### src/rtl/syscall_pkg.sv
// Shared service codes, FSM states and ASCII constants for the syscall unit.
package syscall_pkg;

    localparam logic [31:0] SYS_PRINT_INT  = 32'd1;
    localparam logic [31:0] SYS_PRINT_STR  = 32'd4;
    localparam logic [31:0] SYS_EXIT       = 32'd10;
    localparam logic [31:0] SYS_PRINT_CHAR = 32'd11;
    localparam logic [31:0] SYS_PRINT_HEX  = 32'd34;

    localparam logic [7:0] ASCII_0     = 8'h30;
    localparam logic [7:0] ASCII_A     = 8'h61;
    localparam logic [7:0] ASCII_MINUS = 8'h2d;

    typedef enum logic [3:0] {
        S_IDLE,
        S_DECODE,
        S_BCD,
        S_FETCH,
        S_WAIT,
        S_STR_EMIT,
        S_CHAR,
        S_INT_EMIT,
        S_DONE
    } state_t;

    function automatic logic [7:0] digit_ascii(input logic [3:0] d);
        if (d < 4'd10)
            return ASCII_0 + {4'd0, d};
        return ASCII_A + {4'd0, d} - 8'd10;
    endfunction

endpackage

### src/rtl/syscall_unit_bin2bcd_seq.sv
// 32-bit sequential double-dabble converter: one bit per cycle, 32 cycles.
module bin2bcd_seq (
    input  logic        clk,
    input  logic        rst_n,
    input  logic        start,
    input  logic [31:0] bin,
    output logic        busy,
    output logic        done,
    output logic [39:0] bcd
);

    logic [31:0] bin_q;
    logic [39:0] bcd_q;
    logic [39:0] adj;
    logic [4:0]  cnt_q;
    logic        busy_q;

    always_comb begin
        adj = bcd_q;
        for (int i = 0; i < 10; i++) begin
            if (bcd_q[i*4 +: 4] >= 4'd5)
                adj[i*4 +: 4] = bcd_q[i*4 +: 4] + 4'd3;
        end
    end

    always_ff @(posedge clk or negedge rst_n) begin
        if (!rst_n) begin
            bin_q  <= '0;
            bcd_q  <= '0;
            cnt_q  <= '0;
            busy_q <= 1'b0;
        end else if (start) begin
            bin_q  <= bin;
            bcd_q  <= '0;
            cnt_q  <= '0;
            busy_q <= 1'b1;
        end else if (busy_q) begin
            {bcd_q, bin_q} <= {adj[38:0], bin_q, 1'b0};
            cnt_q <= cnt_q + 5'd1;
            if (cnt_q == 5'd31)
                busy_q <= 1'b0;
        end
    end

    // done flags the cycle whose closing edge completes the last shift
    assign busy = busy_q;
    assign done = busy_q && (cnt_q == 5'd31);
    assign bcd  = bcd_q;

endmodule

### src/rtl/syscall_unit.sv
// MIPS syscall service unit: print_int/string/char, exit; stalls the pipe.
// Define SYSCALL_HEX_EN to enable print_hex (code 34).
module syscall_unit
    import syscall_pkg::*;
#(
    parameter int MAX_STR_LEN = 256,
    parameter int ADDR_W      = 32
) (
    input  logic              clk,
    input  logic              rst_n,
    input  logic              syscall,
    input  logic [31:0]       sys_call_reg,
    input  logic [31:0]       std_out_address,
    output logic              mem_rd_en,
    output logic [ADDR_W-1:0] mem_addr,
    input  logic [31:0]       mem_rd_data,
    output logic              out_valid,
    output logic [7:0]        out_data,
    input  logic              out_ready,
    output logic              stall,
    output logic              done,
    output logic              err,
    output logic              halted
);

    state_t            state_q, state_d;
    logic [31:0]       code_q, code_d;
    logic [31:0]       arg_q, arg_d;
    logic [3:0]        idx_q, idx_d;
    logic              started_q, started_d;
    logic              hex_q, hex_d;
    logic              sign_q, sign_d;
    logic              err_q, err_d;
    logic              halted_q, halted_d;
    logic [ADDR_W-1:0] ptr_q, ptr_d;
    logic [31:0]       cnt_q, cnt_d;
    logic [31:0]       word_q, word_d;

    logic              accept;
    logic              bcd_start;
    logic              bcd_busy;
    logic              bcd_done;
    logic [39:0]       bcd;
    logic [31:0]       mag;
    logic [3:0]        nib;
    logic [7:0]        str_byte;

    bin2bcd_seq u_bcd (
        .clk   (clk),
        .rst_n (rst_n),
        .start (bcd_start),
        .bin   (mag),
        .busy  (bcd_busy),
        .done  (bcd_done),
        .bcd   (bcd)
    );

    assign mag      = arg_q[31] ? (~arg_q + 32'd1) : arg_q;
    assign nib      = hex_q ? arg_q[{idx_q[2:0], 2'b00} +: 4]
                            : bcd[{idx_q, 2'b00} +: 4];
    assign str_byte = word_q[{~ptr_q[1:0], 3'b000} +: 8];
    assign accept   = rst_n && syscall && (state_q == S_IDLE) && !halted_q;
    assign stall    = accept || (state_q != S_IDLE);
    assign halted   = halted_q;

    always_comb begin
        state_d   = state_q;
        code_d    = code_q;
        arg_d     = arg_q;
        idx_d     = idx_q;
        started_d = started_q;
        hex_d     = hex_q;
        sign_d    = sign_q;
        err_d     = err_q;
        halted_d  = halted_q;
        ptr_d     = ptr_q;
        cnt_d     = cnt_q;
        word_d    = word_q;
        out_valid = 1'b0;
        out_data  = '0;
        mem_rd_en = 1'b0;
        mem_addr  = '0;
        done      = 1'b0;
        err       = 1'b0;
        bcd_start = 1'b0;
        unique case (state_q)
            S_IDLE: begin
                if (accept) begin
                    code_d  = sys_call_reg;
                    arg_d   = std_out_address;
                    state_d = S_DECODE;
                end
            end
            S_DECODE: begin
                err_d     = 1'b0;
                started_d = 1'b0;
                hex_d     = 1'b0;
                unique case (1'b1)
                    code_q == SYS_PRINT_INT: begin
                        bcd_start = 1'b1;
                        sign_d    = arg_q[31];
                        idx_d     = 4'd9;
                        state_d   = S_BCD;
                    end
                    code_q == SYS_PRINT_STR: begin
                        ptr_d   = ADDR_W'(arg_q);
                        cnt_d   = '0;
                        state_d = S_FETCH;
                    end
                    code_q == SYS_EXIT: begin
                        halted_d = 1'b1;
                        state_d  = S_DONE;
                    end
                    code_q == SYS_PRINT_CHAR: state_d = S_CHAR;
`ifdef SYSCALL_HEX_EN
                    code_q == SYS_PRINT_HEX: begin
                        hex_d     = 1'b1;
                        started_d = 1'b1;
                        idx_d     = 4'd7;
                        state_d   = S_INT_EMIT;
                    end
`endif
                    default: begin
                        err_d   = 1'b1;
                        state_d = S_DONE;
                    end
                endcase
            end
            S_BCD: begin
                // sign byte goes out while the converter runs
                out_valid = sign_q;
                out_data  = sign_q ? ASCII_MINUS : 8'h00;
                if (sign_q && out_ready)
                    sign_d = 1'b0;
                if ((bcd_done || !bcd_busy) && !sign_d)
                    state_d = S_INT_EMIT;
            end
            S_INT_EMIT: begin
                // leading zero digits are skipped one per cycle
                out_valid = started_q || (nib != 4'd0) || (idx_q == 4'd0);
                out_data  = out_valid ? digit_ascii(nib) : 8'h00;
                if (out_valid && out_ready) begin
                    started_d = 1'b1;
                    if (idx_q == 4'd0)
                        state_d = S_DONE;
                    else
                        idx_d = idx_q - 4'd1;
                end else if (!out_valid) begin
                    idx_d = idx_q - 4'd1;
                end
            end
            S_FETCH: begin
                mem_rd_en = 1'b1;
                mem_addr  = {ptr_q[ADDR_W-1:2], 2'b00};
                state_d   = S_WAIT;
            end
            S_WAIT: begin
                word_d  = mem_rd_data;
                state_d = S_STR_EMIT;
            end
            S_STR_EMIT: begin
                if (str_byte == 8'h00) begin
                    state_d = S_DONE;
                end else begin
                    out_valid = 1'b1;
                    out_data  = str_byte;
                    if (out_ready) begin
                        ptr_d = ptr_q + 1'b1;
                        cnt_d = cnt_q + 32'd1;
                        if (cnt_q == 32'(MAX_STR_LEN - 1))
                            state_d = S_DONE;
                        else if (ptr_q[1:0] == 2'b11)
                            state_d = S_FETCH;
                    end
                end
            end
            S_CHAR: begin
                out_valid = 1'b1;
                out_data  = arg_q[7:0];
                if (out_ready)
                    state_d = S_DONE;
            end
            S_DONE: begin
                done    = 1'b1;
                err     = err_q;
                state_d = S_IDLE;
            end
            default: state_d = S_IDLE;
        endcase
    end

    always_ff @(posedge clk or negedge rst_n) begin
        if (!rst_n) begin
            state_q   <= S_IDLE;
            code_q    <= '0;
            arg_q     <= '0;
            idx_q     <= '0;
            started_q <= 1'b0;
            hex_q     <= 1'b0;
            sign_q    <= 1'b0;
            err_q     <= 1'b0;
            halted_q  <= 1'b0;
            ptr_q     <= '0;
            cnt_q     <= '0;
            word_q    <= '0;
        end else begin
            state_q   <= state_d;
            code_q    <= code_d;
            arg_q     <= arg_d;
            idx_q     <= idx_d;
            started_q <= started_d;
            hex_q     <= hex_d;
            sign_q    <= sign_d;
            err_q     <= err_d;
            halted_q  <= halted_d;
            ptr_q     <= ptr_d;
            cnt_q     <= cnt_d;
            word_q    <= word_d;
        end
    end

endmodule

### config.mk
export PLATFORM = sky130hd
export DESIGN_NAME = syscall_unit
export DESIGN_NICKNAME = d
export VERILOG_FILES = /design/src/rtl/syscall_pkg.sv /design/src/rtl/syscall_unit_bin2bcd_seq.sv /design/src/rtl/syscall_unit.sv
export SDC_FILE = /design/constraint.sdc
export NUM_CORES = 1
export LEC_CHECK = 0
export ABC_AREA = 1
export BUFFER_PORTS_ARGS = -buffer_cell sky130_fd_sc_hd__buf_4
export CAP_MARGIN = 40
export CORE_UTILIZATION = 35
export DETAILED_ROUTE_END_ITERATION = 16
export GPL_ROUTABILITY_DRIVEN = 0
export GPL_TIMING_DRIVEN = 0
export PLACE_DENSITY = 0.62
export SETUP_SLACK_MARGIN = 0.2
export SYNTH_ARGS = -nofsm -noshare
export SYNTH_HDL_FRONTEND = slang
export SYNTH_SLANG_ARGS = --single-unit
### constraint.sdc
create_clock -name clk -period 6.7 [get_ports clk]
set_clock_uncertainty 0.15 [all_clocks]
set_input_delay 1.005 -clock clk [delete_from_list [all_inputs] [get_ports clk]]
set_output_delay 1.005 -clock clk [all_outputs]
set_load 0.02 [all_outputs]
==> flow_summary.json <==
{
  "fmax_ghz": 0.204,
  "ant_nets": 0,
  "clk_latency_ps": 550,
  "drc": 0,
  "placementRows": 75,
  "die_w_um": 210,
  "dp_hpwl_um": 38100,
  "antenna_found_initial": 0,
  "slew_viol_final": 0,
  "hold_buffers": 0,
  "r2r_end": "arg_q[16]$_DFFE_PN0P_",
  "crit_path_max_incr_delay_ps": 690,
  "fin_util": 0.425,
  "crit_type": "primary input to primary output",
  "async_flop_share": 1.00,
  "ctsRootBufferMaster": "clkbuf_16",
  "yosysUniqueCellTypes": 41,
  "min_period_ps": 4890,
  "grt-ovfl-total": 0,
  "arrival_ps": 3740,
  "port_buffers": 143,
  "num_vias": 15200,
  "core_sq_um": 42300,
  "diodes": 0,
  "dr.pass1.iters": 6,
  "vias_per_cell": 5.17,
  "synth_area_per_cell_sq_um": 7.00,
  "reg2regPathDepth": 8,
  "slowest_stage": "nor2_1",
  "p_sw_frac": 0.341,
  "clk_pin_slew_ps": 60,
  "cts_resized": 0,
  "cts_tree": "yes",
  "ir_drop_mv": 0.163,
  "power.switching_w": 0.00155,
  "fin_crit_sh": 0.730,
  "hold_viol": 0,
  "start_util": 0.358,
  "cts_setup_buffers": 0,
  "maxSlewHeadroom": 0.426,
  "grt_pass1_wl_um": 78600,
  "die_height_um": 210,
  "synth_flop_cell": "dfrtp_1",
  "status": "finished, final reports clean",
  "crit_fanout": 99,
  "initialDrtViolationCount": 1210,
  "finalSetupViolCount": 0,
  "synthCells": 2168,
  "synth_enable_flop_cells": 0,
  "r2r_setup_slack_ps": 3600,
  "intPower_w": 0.00300,
  "p_comb_frac": 0.242,
  "path_cells": "buf_8 -> buf_16 -> buf_16 -> nand3_1 -> nor2_1 -> nor2_1 -> inv_1 -> buf_4",
  "worstPathRequired_ps": 5540,
  "hp-class": "primary input to async pin",
  "gr-usage-all-layers": 0.225,
  "max_cap_viol_count": 0,
  "final_cell_mix": "nand2_1 (671), o21ai_0 (255), dfrtp_1 (250), inv_1 (230), nor2_1 (202)",
  "yosys_warnings": 0,
  "io_pins": 146,
  "yosysSeqAreaShare": 0.412,
  "routed_wirelength_um": 49800,
  "worst_pin_slew_ps": 858,
  "clock_sinks": 250,
  "p_seq_frac": 0.409,
  "power.leakage_nw": 8.27,
  "drive_gt1_frac": 0.105,
  "clkPwrFrac": 0.348,
  "path_depth": 8,
  "wl_per_cell_um": 16.9,
  "syn-cell-area_sq_um": 15200,
  "clk_path_buf_depth": 3,
  "r2r_start": "state_q[2]$_DFFE_PN0P_",
  "rsz0062_at_grt": "no",
  "nNetsFinal": 2474,
  "cp_top_family": "buffers and inverters",
  "grt_max_degree": 100,
  "crit_path_end_kind": "primary output",
  "grt_pass1_vias": 14700,
  "critPathBufInv": 5,
  "cts_buffers": 29,
  "htree_levels": 1,
  "p_per_area_nw_per_um2": 253,
  "ys_ff_latch": 250,
  "syn_to_final_growth_pct": 18.6,
  "final_common_cell": "nand2_1",
  "die_area_sq_um": 44200,
  "start_kind": "primary input",
  "fin_setup_tns_ps": 0
}
-- metal layers --
metal  vias to the layer above  global-route usage  share of wire  wire length [um]
li1                       7299                   -              -                 -
met1                      7255               0.306           0.44             21900
met2                       555               0.359           0.45             22600
met3                       118              0.0325          0.065              3250
met4                         0              0.0904          0.040              2010
met5                         -                   0              0                 0
-- worst register-to-register path, cell delays in order, from the launching register on --
cell and delay (ps):
dfrtp_1 420, nor2_1 270, nand2_1 150, nor2_1 680, clkbuf_1 440, buf_8 220
clkbuf_1 410, nand2_1 180, o21ai_0 110
-- cells in the mapped netlist (5+ instances only) --
library cell	number	area, sq um
nor2_1	202	758
nand3_1	134	671
a21oi_1	41	205
o21ai_0	255	1280
dfrtp_1	250	6260
nand2_1	671	2520
o2111ai_1	5	43.8
o211ai_1	8	60.1
mux2_2	5	56.3
nor4_1	6	37.5
nand4_1	48	300
ha_1	28	350
inv_1	230	863
buf_2	16	80.1
nor3_1	49	245
xor2_1	74	648
a31oi_1	5	31.3
or2_2	24	150
clkbuf_1	63	236
xnor2_1	8	70.1
-- area by class of cell --
| cell class | instances | area (sq um) |
|---|---|---|
| clock buffer | 45 | 856 |
| buffer | 88 | 380 |
| inverter | 235 | 882 |
| clock inverter | 8 | 90.1 |
| timing repair buffer | 146 | 1150 |
| sequential | 250 | 6260 |
| multi-input combinational | 1596 | 7650 |
| tap | 577 | 722 |
| fill | 4431 | 24300 |
-- stage by stage --
step	hold slack [ps]	total power [W]	area [sq um]	setup WS [ps]	std cells
5_1_grt	326	0.00478	18000	1600	2945
6_report	276	0.00456	18000	1810	2945
4_1_cts	289	0.00457	18000	1750	2945
3_3_place_gp	306	0.00295	17000	138	2889
3_5_place_dp	310	0.00297	17000	1710	2892
2_1_floorplan	292	0.00251	15200	3350	2169
-- worst max-delay path by stage --
| stage | start | slack (ps) | endpoint |
|---|---|---|---|
| floorplan | idx_q[0]$_DFFE_PN0P_ | 3350 | out_data[5] |
| global placement | rst_n | 140 | arg_q[28]$_DFFE_PN0P_ |
| detailed placement | rst_n | 1710 | code_q[2]$_DFFE_PN0P_ |
| CTS | rst_n | 1750 | stall |
| global route | rst_n | 1600 | stall |
| finish | rst_n | 1810 | stall |
-- power groups by stage --
stage	Sequential [W]	Combinational (W)	Clock [W]
2_1_floorplan	0.00183	0.000682	0
3_3_place_gp	0.00189	0.00107	0
3_5_place_dp	0.00189	0.00108	0
4_1_cts	0.00186	0.00108	0.00162
5_1_grt	0.00189	0.00122	0.00167
6_report	0.00186	0.00110	0.00159
-- cell families after synthesis --
group | synth area share
simple gates | 0.315
compound gates | 0.113
buf+inv | 0.0832
flops | 0.412
xor+xnor | 0.0473
fa+ha+maj | 0.0231
mux | 0.00569
other cells | 0.000247
-- registers in the layout (all words and copies together) (netlist names) --
register     flops
u_bcd.bcd       40
arg_q           32
cnt_q           32
code_q          32
ptr_q           32
u_bcd.bin_q     32
word_q          32
u_bcd.cnt_q      5
idx_q            4
state_q          4
err_q            1
halted           1
sign_q           1
started_q        1
u_bcd.busy       1
Power figures use the tool's default switching activity.
